===== config.mk =====
export PLATFORM = sky130hd
export DESIGN_NAME = cache_fill_fsm_flat
export DESIGN_NICKNAME = d
export VERILOG_FILES = /design/src/rtl/cache_pkg.sv /design/src/rtl/cache_fill_fsm_if.sv /design/src/rtl/block_word_counter.sv /design/src/rtl/cache_fill_fsm.sv /design/src/flat_wrapper.sv
export SDC_FILE = /design/constraint.sdc
export NUM_CORES = 1
export LEC_CHECK = 0
export CORE_MARGIN = 1
export CORE_UTILIZATION = 39
export DETAILED_ROUTE_END_ITERATION = 7
export PLACE_DENSITY = 0.91
export SLEW_MARGIN = 20
export SYNTH_ARGS = -nofsm -noshare
export SYNTH_HDL_FRONTEND = slang
export SYNTH_SLANG_ARGS = --single-unit

===== constraint.sdc =====
create_clock -name clk -period 2 [get_ports clk]
set_input_delay 0.3 -clock clk [delete_from_list [all_inputs] [get_ports clk]]
set_output_delay 0.3 -clock clk [all_outputs]
set_load 0.005 [all_outputs]

===== src/rtl/cache_pkg.sv =====
// -----------------------------------------------------------------------------
// cache_pkg
// Shared constants and types for the cache miss-fill controller.
//   WORDS_PER_BLOCK : 16-bit words per cache block (power of two)
//   WORD_IDX_W      : width of a word index inside a block
//   BLOCK_OFFSET_W  : byte-offset width of a block (16-byte blocks)
//   CNT_W           : width of the fill counters (must be able to hold 8)
//   MEM_LATENCY     : main-memory read latency; informational only
//   fill_state_e    : fill controller state encoding
// -----------------------------------------------------------------------------
package cache_pkg;

  localparam int WORDS_PER_BLOCK = 8;
  localparam int WORD_IDX_W      = $clog2(WORDS_PER_BLOCK);
  localparam int BLOCK_OFFSET_W  = WORD_IDX_W + 1;
  localparam int CNT_W           = WORD_IDX_W + 1;
  localparam int DATA_W          = 16;
  localparam int MEM_LATENCY     = 4;

  typedef enum logic [0:0] {
    IDLE = 1'b0,
    FILL = 1'b1
  } fill_state_e;

endpackage : cache_pkg


===== src/rtl/cache_fill_fsm_if.sv =====
// -----------------------------------------------------------------------------
// cache_fill_fsm_if
// Main-memory read bus between the fill controller (master) and memory (slave).
//   mem_enable        : request strobe, one read per cycle
//   mem_wr            : write select, always 0 from the fill controller
//   memory_address    : request byte address
//   memory_data_in    : returned read data
//   memory_data_valid : read data valid, returns in request order
// -----------------------------------------------------------------------------
interface cache_fill_fsm_if
  import cache_pkg::*;
#(
  parameter int ADDR_WIDTH = 16
);

  logic                  mem_enable;
  logic                  mem_wr;
  logic [ADDR_WIDTH-1:0] memory_address;
  logic [DATA_W-1:0]     memory_data_in;
  logic                  memory_data_valid;

  modport master (
    output mem_enable,
    output mem_wr,
    output memory_address,
    input  memory_data_in,
    input  memory_data_valid
  );

  modport slave (
    input  mem_enable,
    input  mem_wr,
    input  memory_address,
    output memory_data_in,
    output memory_data_valid
  );

endinterface : cache_fill_fsm_if


===== src/rtl/block_word_counter.sv =====
// -----------------------------------------------------------------------------
// block_word_counter
// Counts words of one block fill and produces the wrapped word index.
//   clk, rst  : clock, synchronous active-high reset
//   clr       : restart the count at 0 and capture start_idx
//   start_idx : index of the first word of the fill
//   inc       : advance by one word
//   idx       : (start_idx + count) modulo WORDS_PER_BLOCK
//   last      : count == WORDS_PER_BLOCK-1 (the current word is the final one)
//   done      : count == WORDS_PER_BLOCK (all words counted)
// -----------------------------------------------------------------------------
module block_word_counter
  import cache_pkg::*;
(
  input  logic                  clk,
  input  logic                  rst,
  input  logic                  clr,
  input  logic [WORD_IDX_W-1:0] start_idx,
  input  logic                  inc,
  output logic [WORD_IDX_W-1:0] idx,
  output logic                  last,
  output logic                  done
);

  logic [CNT_W-1:0]      count_q, count_d;
  logic [WORD_IDX_W-1:0] start_q, start_d;

  // NOTE: every variable assigned in always_comb gets a default first, so no
  // path leaves it unassigned and no latch is inferred.
  always_comb begin
    count_d = count_q;
    start_d = start_q;
    if (clr) begin
      count_d = '0;
      start_d = start_idx;
    end else if (inc) begin
      count_d = count_q + CNT_W'(1);
    end
  end

  // NOTE: sequential state is updated with non-blocking assignments only, so
  // every flop samples the pre-edge values regardless of block ordering.
  always_ff @(posedge clk) begin
    if (rst) begin
      count_q <= '0;
      start_q <= '0;
    end else begin
      count_q <= count_d;
      start_q <= start_d;
    end
  end

  // Index wraps naturally by truncating to WORD_IDX_W bits.
  assign idx  = start_q + count_q[WORD_IDX_W-1:0];
  assign last = (count_q == CNT_W'(WORDS_PER_BLOCK - 1));
  assign done = (count_q == CNT_W'(WORDS_PER_BLOCK));

endmodule : block_word_counter


===== src/rtl/cache_fill_fsm.sv =====
// -----------------------------------------------------------------------------
// cache_fill_fsm
// Miss-handling controller: on a cache miss it issues one read per cycle for
// every 16-bit word of the 16-byte block, writes each returned word into the
// data array, and writes the tag array with the final word.
//
// Ports
//   clk, rst         : clock, synchronous active-high reset
//   miss_detected    : miss request, sampled only while idle
//   miss_address     : byte address of the missing access
//   fsm_busy         : fill in progress (pipeline stall)
//   write_data_array : strobe, write data_to_cache at word_offset
//   write_tag_array  : strobe, coincident with the final data write
//   word_offset      : word index of the current data write (0 otherwise)
//   data_to_cache    : returned word, straight from memory_data_in
//   mem              : memory read bus (master side)
//
// Configuration
//   CACHE_FILL_CRITICAL_FIRST_EN : when defined, the fill starts at the
//   requested word (miss_address[3:1]) and wraps; otherwise it starts at 0.
// -----------------------------------------------------------------------------
module cache_fill_fsm
  import cache_pkg::*;
#(
  parameter int ADDR_WIDTH = 16
)(
  input  logic                    clk,
  input  logic                    rst,
  input  logic                    miss_detected,
  input  logic [ADDR_WIDTH-1:0]   miss_address,
  output logic                    fsm_busy,
  output logic                    write_data_array,
  output logic                    write_tag_array,
  output logic [WORD_IDX_W-1:0]   word_offset,
  output logic [DATA_W-1:0]       data_to_cache,
  cache_fill_fsm_if.master        mem
);

  localparam int TAG_W = ADDR_WIDTH - BLOCK_OFFSET_W;

  fill_state_e           state_q, state_d;
  logic [TAG_W-1:0]      base_q, base_d;        // block address without offset
  logic                  mem_enable_q, mem_enable_d;
  logic [ADDR_WIDTH-1:0] mem_addr_q, mem_addr_d;

  logic [WORD_IDX_W-1:0] start_idx;
  logic                  fill_clr;
  logic                  issue_inc, recv_inc;
  logic [WORD_IDX_W-1:0] issue_idx, recv_idx, issue_idx_next;
  logic                  issue_last, issue_done;
  logic                  recv_last, recv_done;
  logic                  data_write;

`ifdef CACHE_FILL_CRITICAL_FIRST_EN
  assign start_idx = miss_address[BLOCK_OFFSET_W-1:1];
  wire unused_byte_bit = miss_address[0];
`else
  assign start_idx = '0;
  wire unused_offset_bits = ^miss_address[BLOCK_OFFSET_W-1:0];
`endif

  block_word_counter u_issue_cnt (
    .clk       (clk),
    .rst       (rst),
    .clr       (fill_clr),
    .start_idx (start_idx),
    .inc       (issue_inc),
    .idx       (issue_idx),
    .last      (issue_last),
    .done      (issue_done)
  );

  block_word_counter u_recv_cnt (
    .clk       (clk),
    .rst       (rst),
    .clr       (fill_clr),
    .start_idx (start_idx),
    .inc       (recv_inc),
    .idx       (recv_idx),
    .last      (recv_last),
    .done      (recv_done)
  );

  assign issue_idx_next = issue_idx + WORD_IDX_W'(1);

  // Read data returns in request order, so the receive counter alone names
  // the word that is arriving.
  assign data_write = (state_q == FILL) && mem.memory_data_valid && !recv_done;

  always_comb begin
    state_d      = state_q;
    base_d       = base_q;
    mem_enable_d = 1'b0;
    mem_addr_d   = '0;
    fill_clr     = 1'b0;
    issue_inc    = 1'b0;
    recv_inc     = 1'b0;

    unique case (state_q)
      IDLE: begin
        if (miss_detected) begin
          state_d      = FILL;
          base_d       = miss_address[ADDR_WIDTH-1:BLOCK_OFFSET_W];
          fill_clr     = 1'b1;
          // The first request is registered on the accepting edge so the bus
          // is busy from the very first FILL cycle.
          mem_enable_d = 1'b1;
          mem_addr_d   = {miss_address[ADDR_WIDTH-1:BLOCK_OFFSET_W], start_idx, 1'b0};
        end
      end
      FILL: begin
        // The word currently on the bus counts as issued this cycle.
        issue_inc = mem_enable_q && !issue_done;
        if (issue_inc && !issue_last) begin
          mem_enable_d = 1'b1;
          mem_addr_d   = {base_q, issue_idx_next, 1'b0};
        end
        recv_inc = data_write;
        if (data_write && recv_last) begin
          state_d = IDLE;
        end
      end
      default: state_d = IDLE;
    endcase
  end

  always_ff @(posedge clk) begin
    if (rst) begin
      state_q      <= IDLE;
      base_q       <= '0;
      mem_enable_q <= 1'b0;
      mem_addr_q   <= '0;
    end else begin
      state_q      <= state_d;
      base_q       <= base_d;
      mem_enable_q <= mem_enable_d;
      mem_addr_q   <= mem_addr_d;
    end
  end

  assign fsm_busy         = (state_q == FILL);
  assign write_data_array = data_write;
  assign write_tag_array  = data_write && recv_last;
  assign word_offset      = data_write ? recv_idx : '0;
  assign data_to_cache    = mem.memory_data_in;

  assign mem.mem_enable     = mem_enable_q;
  assign mem.mem_wr         = 1'b0;
  assign mem.memory_address = mem_addr_q;

endmodule : cache_fill_fsm


===== src/flat_wrapper.sv =====
// flat-port wrapper written by rule: the top's interface ports become plain ports
module cache_fill_fsm_flat import cache_pkg::*;
#(
  parameter int ADDR_WIDTH = 16
)
  (clk, rst, miss_detected, miss_address, fsm_busy, write_data_array, write_tag_array, word_offset, data_to_cache, mem_mem_enable, mem_mem_wr, mem_memory_address, mem_memory_data_in, mem_memory_data_valid);
  cache_fill_fsm_if #(.ADDR_WIDTH(ADDR_WIDTH)) mem_i ();
  input  logic clk;
  input  logic rst;
  input  logic miss_detected;
  input  logic [ADDR_WIDTH-1:0] miss_address;
  output logic fsm_busy;
  output logic write_data_array;
  output logic write_tag_array;
  output logic [WORD_IDX_W-1:0] word_offset;
  output logic [DATA_W-1:0] data_to_cache;
  output wire logic [$bits(mem_i.mem_enable)-1:0] mem_mem_enable;
  output wire logic [$bits(mem_i.mem_wr)-1:0] mem_mem_wr;
  output wire logic [$bits(mem_i.memory_address)-1:0] mem_memory_address;
  input wire logic [$bits(mem_i.memory_data_in)-1:0] mem_memory_data_in;
  input wire logic [$bits(mem_i.memory_data_valid)-1:0] mem_memory_data_valid;
  assign mem_mem_enable = mem_i.mem_enable;
  assign mem_mem_wr = mem_i.mem_wr;
  assign mem_memory_address = mem_i.memory_address;
  assign mem_i.memory_data_in = mem_memory_data_in;
  assign mem_i.memory_data_valid = mem_memory_data_valid;
  cache_fill_fsm #(.ADDR_WIDTH(ADDR_WIDTH)) u_core (.clk(clk), .rst(rst), .miss_detected(miss_detected), .miss_address(miss_address), .fsm_busy(fsm_busy), .write_data_array(write_data_array), .write_tag_array(write_tag_array), .word_offset(word_offset), .data_to_cache(data_to_cache), .mem(mem_i));
endmodule

* Yosys cells after proc, flatten, opt, wreduce, memory -nomap -nowiden
Index checks and enable logic that the tools add are counted.
** Storage, ports and cells
- Flip-flop bits (word level) :: 38
- Bits in latches :: 0
- Bits in writable memories :: 0
- Bits in read-only memories :: 0
- Bits of input ports :: 36
- Output and inout port bits :: 40
- Logic and storage cells :: 36
- Memories :: 0
** Operators by class
- Add/subtract/negate cells :: 3
- $mul :: 0
- Div/mod/pow operators :: 0
- $lt $le $gt $ge :: 0
- Equal/unequal tests :: 4
- Shift-type cells :: 0
- Mux-type cells :: 12
- Bitwise logic cells :: 1
- Reductions and logical operators :: 10
** Operator list (count)
- $mux 16 :: 2
- $pmux 16 s2 :: 1
- $add 4x1->4 const B :: 2
- $eq 4x3->1 const B :: 2
- $eq 4x4->1 const B :: 2
- $mux 1 :: 6
- $logic_and 1x1->1 :: 5
- $pmux 1 s2 :: 2
- $add 3x1->3 const B :: 1
- $logic_not 1->1 :: 3
- $mux 3 :: 1
- $reduce_and 2->1 :: 1
- $reduce_or 2->1 :: 1
- $not 1->1 :: 1

* Logic depth before layout (Yosys ltp)
Gate-level depths: netlist (run 1).
- Depth after elaboration :: 6
- Mapped depth :: 6
- Mapped depth without buffers :: 5

* By module
Synthesis (run 1) repeated with hierarchy kept, for this count alone.
** Unflattened totals
- Cell total of the unflattened synthesis :: 195
- Area total of the unflattened synthesis :: 1886.8 um^2
** Modules (own cells, without submodules)
- cache_fill_fsm :: times used 1, cells an instance 121, area an instance 1146.1 um^2, sequential area each 580.6 um^2
- block_word_counter :: times used 2, cells an instance 37, area an instance 370.4 um^2, sequential area each 140.1 um^2

* Worst setup path before layout (run 1)
Ideal clock, no wire load.
- Kind :: register to output
- Start point :: register u_core.u_recv_cnt.count_q[0]
- End point :: output port word_offset[0]
- Data arrival time :: 1.191 ns
- Data required time :: 1.700 ns
- Slack :: 0.509 ns
- Stages on the path, launching flop included :: 5
- Path buffers :: 0
- Cell sequence :: dfxtp_1 -> inv_1 -> ha_1 -> a31oi_1 -> and2_1
** Between the ends
- Longest elaborated chain between the ends :: 4
** RTL lines
- from (decl) :: line block_word_counter.sv:25 : logic [CNT_W-1:0] count_q, count_d;
- from (signal assigned) :: line block_word_counter.sv:48 : count_q <= count_d;
- $eq 4x4->1 :: line block_word_counter.sv:56 : assign done = (count_q == CNT_W'(WORDS_PER_BLOCK));
- $logic_not 1->1 :: line cache_fill_fsm.sv:88 : assign data_write = (state_q == FILL) && mem.memory_data_valid && !recv_done;
- $logic_and 1x1->1 :: line cache_fill_fsm.sv:88
- via write_data_array :: line flat_wrapper.sv:13 : output logic write_data_array;
- $mux 3 :: line cache_fill_fsm.sv:144 : assign word_offset = data_write ? recv_idx : '0;
- to (decl) :: line flat_wrapper.sv:15 : output logic [WORD_IDX_W-1:0] word_offset;
The timed path passes the listed nets, and every way through them passes these cells.

* Worst setup path in the final report (run 1)
- Start point :: register u_core.u_recv_cnt.count_q[0]
- End point :: output port word_offset[0]
** Between the ends
- Longest elaborated chain between the ends :: 4
** RTL lines (line)
- $eq 4x4->1 :: block_word_counter.sv:56
- $logic_not 1->1 :: cache_fill_fsm.sv:88
- $logic_and 1x1->1 :: cache_fill_fsm.sv:88
- $mux 3 (*) :: cache_fill_fsm.sv:144
Mark *: on every way between the ends. The rest lies on a longest branch, timed or not.

==> results of run 1 <==
[area by class of cell]
| cell class | instances | area [sq um] | area share [%] |
|---|---|---|---|
| flip-flops and latches | 37 | 743 | 37.0 |
| inverters | 7 | 26.3 | 1.31 |
| repair buffers | 48 | 455 | 22.7 |
| clock buffers | 5 | 68.8 | 3.43 |
| clock inverters | 3 | 68.8 | 3.43 |
| well taps | 48 | 60.1 | 2.99 |
| multi-input cells | 81 | 586 | 29.2 |
[power groups by stage]
| stage | logic (mW) | registers, mW | clock network (mW) |
|---|---|---|---|
| floorplan | 0.0848 | 0.797 | 0 |
| global placement | 0.137 | 0.797 | 0 |
| detailed placement | 0.141 | 0.798 | 0 |
| CTS | 0.143 | 0.782 | 0.792 |
| global route | 0.153 | 0.785 | 0.826 |
| finish | 0.143 | 0.782 | 0.774 |
[final timing paths]
kind                           startpoint                             to
max          u_core.u_recv_cnt.count_q[0]                 word_offset[0]
min                      u_core.base_q[9]  u_core.mem.memory_address[13]
max reg2reg               u_core.fsm_busy               u_core.base_q[6]
min reg2reg              u_core.base_q[9]  u_core.mem.memory_address[13]
[cell families after synthesis]
family / Yosys count
flops: 37
compound gates: 36
simple gates: 35
buf+inv: 29
fa+ha+maj: 4
mux: 3
other cells: 1
xor+xnor: 1
[layer usage]
layer / vias to the layer above / track usage (%) / part of all wire, %
met4: 0 / 3.98 / 0.94
met2: 43 / 24.9 / 48
met3: 9 / 6.07 / 6.8
li1: 564 / - / -
met5: - / 0 / 0
met1: 527 / 15.6 / 44
[worst register-to-register path, cell delays in order, from the launching register on]
cell      delay (ns)
dfxtp_2         0.37
nand2b_1        0.18
nor2_2          0.69
a22o_1          0.29
[cell usage after synthesis, drive strengths merged (2+ instances only)]
library cell and n:
nand2 5, dfxtp 37, or3 2, ha 4, nor3 3, a22o 24
nand3 10, nor2 3, and3b 2, mux2i 3, inv 7, buf 22
and2 6, a21oi 6, o21ai 4
[repair_timing]
action                                  in CTS  in global routing
endpoints found under the setup margin       4                  2
pin swaps                                    1                  2
endpoints found under the hold margin        0                  0
gates resized for setup                      5                  3
setup buffers                                1                  0
hold buffers                                 0                  0
[sequential cells by signal, summed over array words and instances (netlist names)]
register	flops
u_core.mem.memory_address	15
u_core.mem.mem_enable	1
u_core.u_recv_cnt.count_q	4
u_core.u_issue_cnt.count_q	4
u_core.fsm_busy	1
u_core.base_q	12
[stage by stage]
stage | cell area, sq um | hold slack [ns] | power, mW | setup TNS [ns] | std cells
6_report | 2010 | 0.473 | 1.70 | 0 | 229
5_1_grt | 2010 | 0.488 | 1.76 | 0 | 229
4_1_cts | 2000 | 0.475 | 1.72 | 0 | 229
3_5_place_dp | 1850 | 0.456 | 0.939 | -0.168 | 220
3_3_place_gp | 1850 | 0.448 | 0.934 | -0.103 | 220
2_1_floorplan | 1510 | 0.379 | 0.882 | 0 | 147
==> results by group, run 1 <==
Pwr
  • Sw Ratio: 20.2%
  • PwrDens: 846 mW/mm^2
  • Flop pwr share: 46.0%
  • Max VDD drop: 0.489 mV
  • Gate power share: 8.4%
  • LEAKAGE: 0.839 nW
  • Internal power: 1.35 mW
  • Psw: 0.344 mW
  • Clock Power Share: 45.6%

Routing
  • Wire per inst: 12.5 microns
  • Vias per cell: 4.99
  • DR iter-0 viols: 49
  • Via Count: 1143
  • Routed Antenna Nets: 0
  • # DRC: 0
  • Final wirelength: 2860 microns
  • DRT Pass-1 Iters: 4

Worst setup path
  • Critical path capture point type: output pin
  • CP bufs+invs: 4
  • WP data required: 1.70 ns
  • Worst reg-to-reg setup slack: 0.42 ns
  • Levels on crit path: 7
  • Crit-path max FO: 3
  • CP Cell Sequence: inv_1 -> ha_2 -> a31oi_1 -> buf_4 -> buf_4 -> and2_1 -> dlygate4sd2_1
  • Dominant delay contributor by cell family on the critical path: buffers and inverters
  • Most common cell on crit path: buf_4
  • WP data arrival: 1.62 ns
  • CP Launch Type: flop
  • Kind of critical path: reg2out
  • R2R cell count: 3
  • Slowest cell on crit path: dfxtp_2
  • Largest stage delay on the critical path: 0.32 ns

Cells and area
  • Commonest cells after routing, fill and taps aside: 35 x dfxtp_1, 33 x clkdlybuf4s50_1, 24 x a22o_1, 11 x buf_4, 10 x nand3_1
  • Share of layout cells above drive strength 1: 14.4%
  • Area Growth Syn to Fin: 33.6%
  • Fin util: 54.4%
  • Most common cell after layout, fill and taps aside: dfxtp_1
  • Fin nets: 220
  • FILL cells: 346
  • Diode count: 0

Global route
  • Remaining global-route overflow: 0
  • Initial antenna violation count: 0
  • Gr usage total: 14.2%
  • Vias in the first global route: 1055
  • Largest net degree at the start of global routing: 26
  • First-pass GRT wire length: 4550 microns

Synthesis
  • Post-synthesis mux area share: 2.00%
  • Post-synth EDFFs: 0
  • Register area share after synthesis: 49.3%
  • Flip-flop and latch count after synthesis: 37
  • Simple-gate share of the synthesized area: 13.7%
  • Async SR Flop Fraction: 0%
  • Ranking of synthesized cells by area: dfxtp_1 49%, a22o_1 14%, buf_4 9.0%, ha_1 3.3%, nand3_1 3.3%
  • Netlist cell types: 27
  • Adder-Cell Fraction of Synth Area: 3.33%
  • Area share of the largest cell type after synthesis: 49.3%
  • Xor and xnor area share after synthesis: 0.583%
  • Syn Inst Count: 146
  • Syn_area_per_cell: 10.3 sq um
  • Post-synth design cell area: 0.00150 sq mm
  • Main combinational cell family by area after synthesis: compound AO/OA/AOI/OAI gates
  • Syn. warnings: 0
  • Dominant cell type by area after synthesis: dfxtp_1
  • Main synth FF type: dfxtp_1
  • Post-synthesis compound-gate area fraction: 18.3%

Outcome
  • Run status: complete, no violations

Die
  • Ports: 76
  • Row cnt: 22
  • Core area: 0.00369 sq mm
  • Die ar.: 0.00410 sq mm
  • Initial Utilization: 40.7%
  • Die width: 64.1 microns
  • Chip height: 64.1 microns

STA
  • Fin worst setup slack: 0.0777 ns
  • Finish-stage setup viols: 0
  • Minimum clock period: 1.92 ns
  • Fin. Hold Viols: 0
  • RSZ-0062 raised after global routing: no
  • Slew Viols, Final: 0
  • Period utilization: 96.1%
  • Slew headroom: 39.3%
  • Slew @ Worst Pin: 0.909 ns
  • Max Clk Rate: 520 MHz
  • Worst Skew: 0.00534 ns

Clocking
  • CTS clk-pin slew, worst paths: 0.08 ns
  • CTS tree: done
  • CTS sink cnt: 37
  • Inserted Clock Buffers: 5
  • Root Buffer Master: clkbuf_8
  • Worst-case clock buffer depth: 2
  • CTS H-tree depth: 2
  • Skew-Pair Late Insertion Delay: 0.28 ns

Placement
  • Placer Congestion: 0.802
  • Number of port buffers: 37
  • DPL Wire Length: 2070 microns
  • Place WS: -0.0595 ns

Min path
  • Worst hold path depth: 1
  • Worst hold path type: reg2reg

Job
  • Max-cap viol count: 0
No activity file was read; power rests on OpenSTA's default activity.
==> run 2: changes to the inputs <==
--- a/config.mk
+++ b/config.mk
@@ -5,9 +5,11 @@
 export SDC_FILE = /design/constraint.sdc
 export NUM_CORES = 1
 export LEC_CHECK = 0
+export CAP_MARGIN = 5
 export CORE_MARGIN = 1
 export CORE_UTILIZATION = 39
 export DETAILED_ROUTE_END_ITERATION = 7
+export GPL_TIMING_DRIVEN = 0
 export PLACE_DENSITY = 0.91
 export SLEW_MARGIN = 20
 export SYNTH_ARGS = -nofsm -noshare
==> results by group, run 2 (same netlist as run 1, synthesis figures left out) <==
Outcome
  • Run status: complete, no violations

Clocking
  • CTS H-tree depth: 2
  • Inserted Clock Buffers: 5
  • CTS tree: done
  • Skew-Pair Late Insertion Delay: 0.29 ns
  • Worst-case clock buffer depth: 2
  • Cts hold-fix bufs: 0
  • Root Buffer Master: clkbuf_8
  • CTS clk-pin slew, worst paths: 0.07 ns
  • CTS sink cnt: 37

Routing
  • Final wirelength: 3200 microns
  • Via Count: 1301
  • DRT Pass-1 Iters: 4
  • Vias per cell: 5.00
  • Met2 WL post-DR: 1600 microns
  • Wire per inst: 12.3 microns
  • Met3 wire length: 251 microns
  • M1 WL: 1320 microns
  • Highest routed layer: met4
  • DR iter-0 viols: 44
  • Routed Antenna Nets: 0
  • # DRC: 0

Cells and area
  • Most common cell after layout, fill and taps aside: clkdlybuf4s50_1
  • Area Growth Syn to Fin: 51.4%
  • Register area: 747 sq um
  • FILL cells: 308
  • Diode count: 0
  • Commonest cells after routing, fill and taps aside: 49 x clkdlybuf4s50_1, 34 x dfxtp_1, 24 x a22o_1, 22 x buf_4, 10 x nand3_1
  • Share of layout cells above drive strength 1: 20.3%
  • Fin util: 61.7%
  • Largest register FFs: 15
  • Fin nets: 251
  • Footprint of the multi-input gates: 601 sq um

Global route
  • First-pass GRT wire length: 5220 microns
  • Initial antenna violation count: 0
  • Vias in the first global route: 1223
  • Gr usage total: 16.5%
  • Remaining global-route overflow: 0
  • Largest net degree at the start of global routing: 13

STA
  • Minimum clock period: 1.95 ns
  • Fin worst setup slack: 0.0472 ns
  • Final hold slack: 0.471 ns
  • Period utilization: 97.6%
  • Slew Viols, Final: 0
  • Fin. Hold Viols: 0
  • Worst Skew: 0.00521 ns
  • Finish-stage setup viols: 0
  • Max Clk Rate: 512 MHz

Worst setup path
  • Kind of critical path: reg2out
  • Dominant delay contributor by cell family on the critical path: buffers and inverters
  • Slowest cell on crit path: clkdlybuf4s50_1
  • CP bufs+invs: 2
  • Largest stage delay on the critical path: 0.54 ns
  • CP Launch Type: flop
  • WP data arrival: 1.65 ns
  • Critical path capture point type: output pin
  • WP data required: 1.70 ns
  • Worst reg-to-reg setup slack: 0.30 ns
  • Crit-path max FO: 4
  • CP Cell Sequence: inv_1 -> ha_2 -> a31oi_4 -> clkdlybuf4s50_1

Placement
  • Placer Congestion: 0.767
  • Number of port buffers: 53
  • DPL Wire Length: 2320 microns
  • Place WS: -0.319 ns

Die
  • Die ar.: 0.00410 sq mm
  • Chip height: 64.1 microns
  • Ports: 76
  • Initial Utilization: 40.7%
  • Core area: 0.00369 sq mm
  • Row cnt: 22
  • Die width: 64.1 microns

Pwr
  • Max VDD drop: 0.369 mV
  • Power Total: 1.64 mW
  • PwrDens: 723 mW/mm^2
  • LEAKAGE: 0.952 nW

Job
  • Max-cap viol count: 0

Min path
  • Worst hold path type: reg2reg
run 2: cell type report:
cell class	instances	area share, %
clock inverters	2	1.65
clock buffers	6	3.63
inverters	7	1.16
plain buffers	22	7.10
flip-flops and latches	37	32.8
repair buffers	57	24.6
well taps	48	2.64
multi-input cells	81	26.4
run 2: path summary, 6_finish.rpt:
| path | startpoint | endpoint | cells past startpoint |
|---|---|---|---|
| setup reg to reg | u_core.u_issue_cnt.count_q[0] | u_core.mem.memory_address[9] | 6 |
| hold / removal | u_core.base_q[2] | u_core.mem.memory_address[6] | 1 |
| hold reg to reg | u_core.base_q[2] | u_core.mem.memory_address[6] | 1 |
| setup / recovery | u_core.u_recv_cnt.count_q[0] | write_data_array | 4 |
run 2: layer usage:
metal  global-route usage [%]  vias up
met5                        0        -
met4                     3.69        0
met3                     6.43        2
met2                     29.4       68
met1                     18.3      606
li1                         -      625
run 2: per-stage QoR:
stage / instance area, sq um / cells / setup TNS (ns)
global route: 2270 / 260 / -0.0103
detailed placement: 2100 / 248 / -0.953
CTS: 2260 / 259 / 0
finish: 2270 / 260 / 0
floorplan: 1510 / 147 / 0
global placement: 2100 / 248 / -0.781
run 2: what timing repair did:
item                                    4_1_cts  5_1_grt
buffers inserted                              4        1
endpoints found under the setup margin        4        1
cloned                                        0        0
resized for setup                            11        1
pin swaps                                     2        1
run 2: power by group:
part	switching, mW	internal (mW)	total (mW)
logic	0.0691	0.133	0.202
clock network	0.256	0.405	0.661
registers	0.0164	0.766	0.782
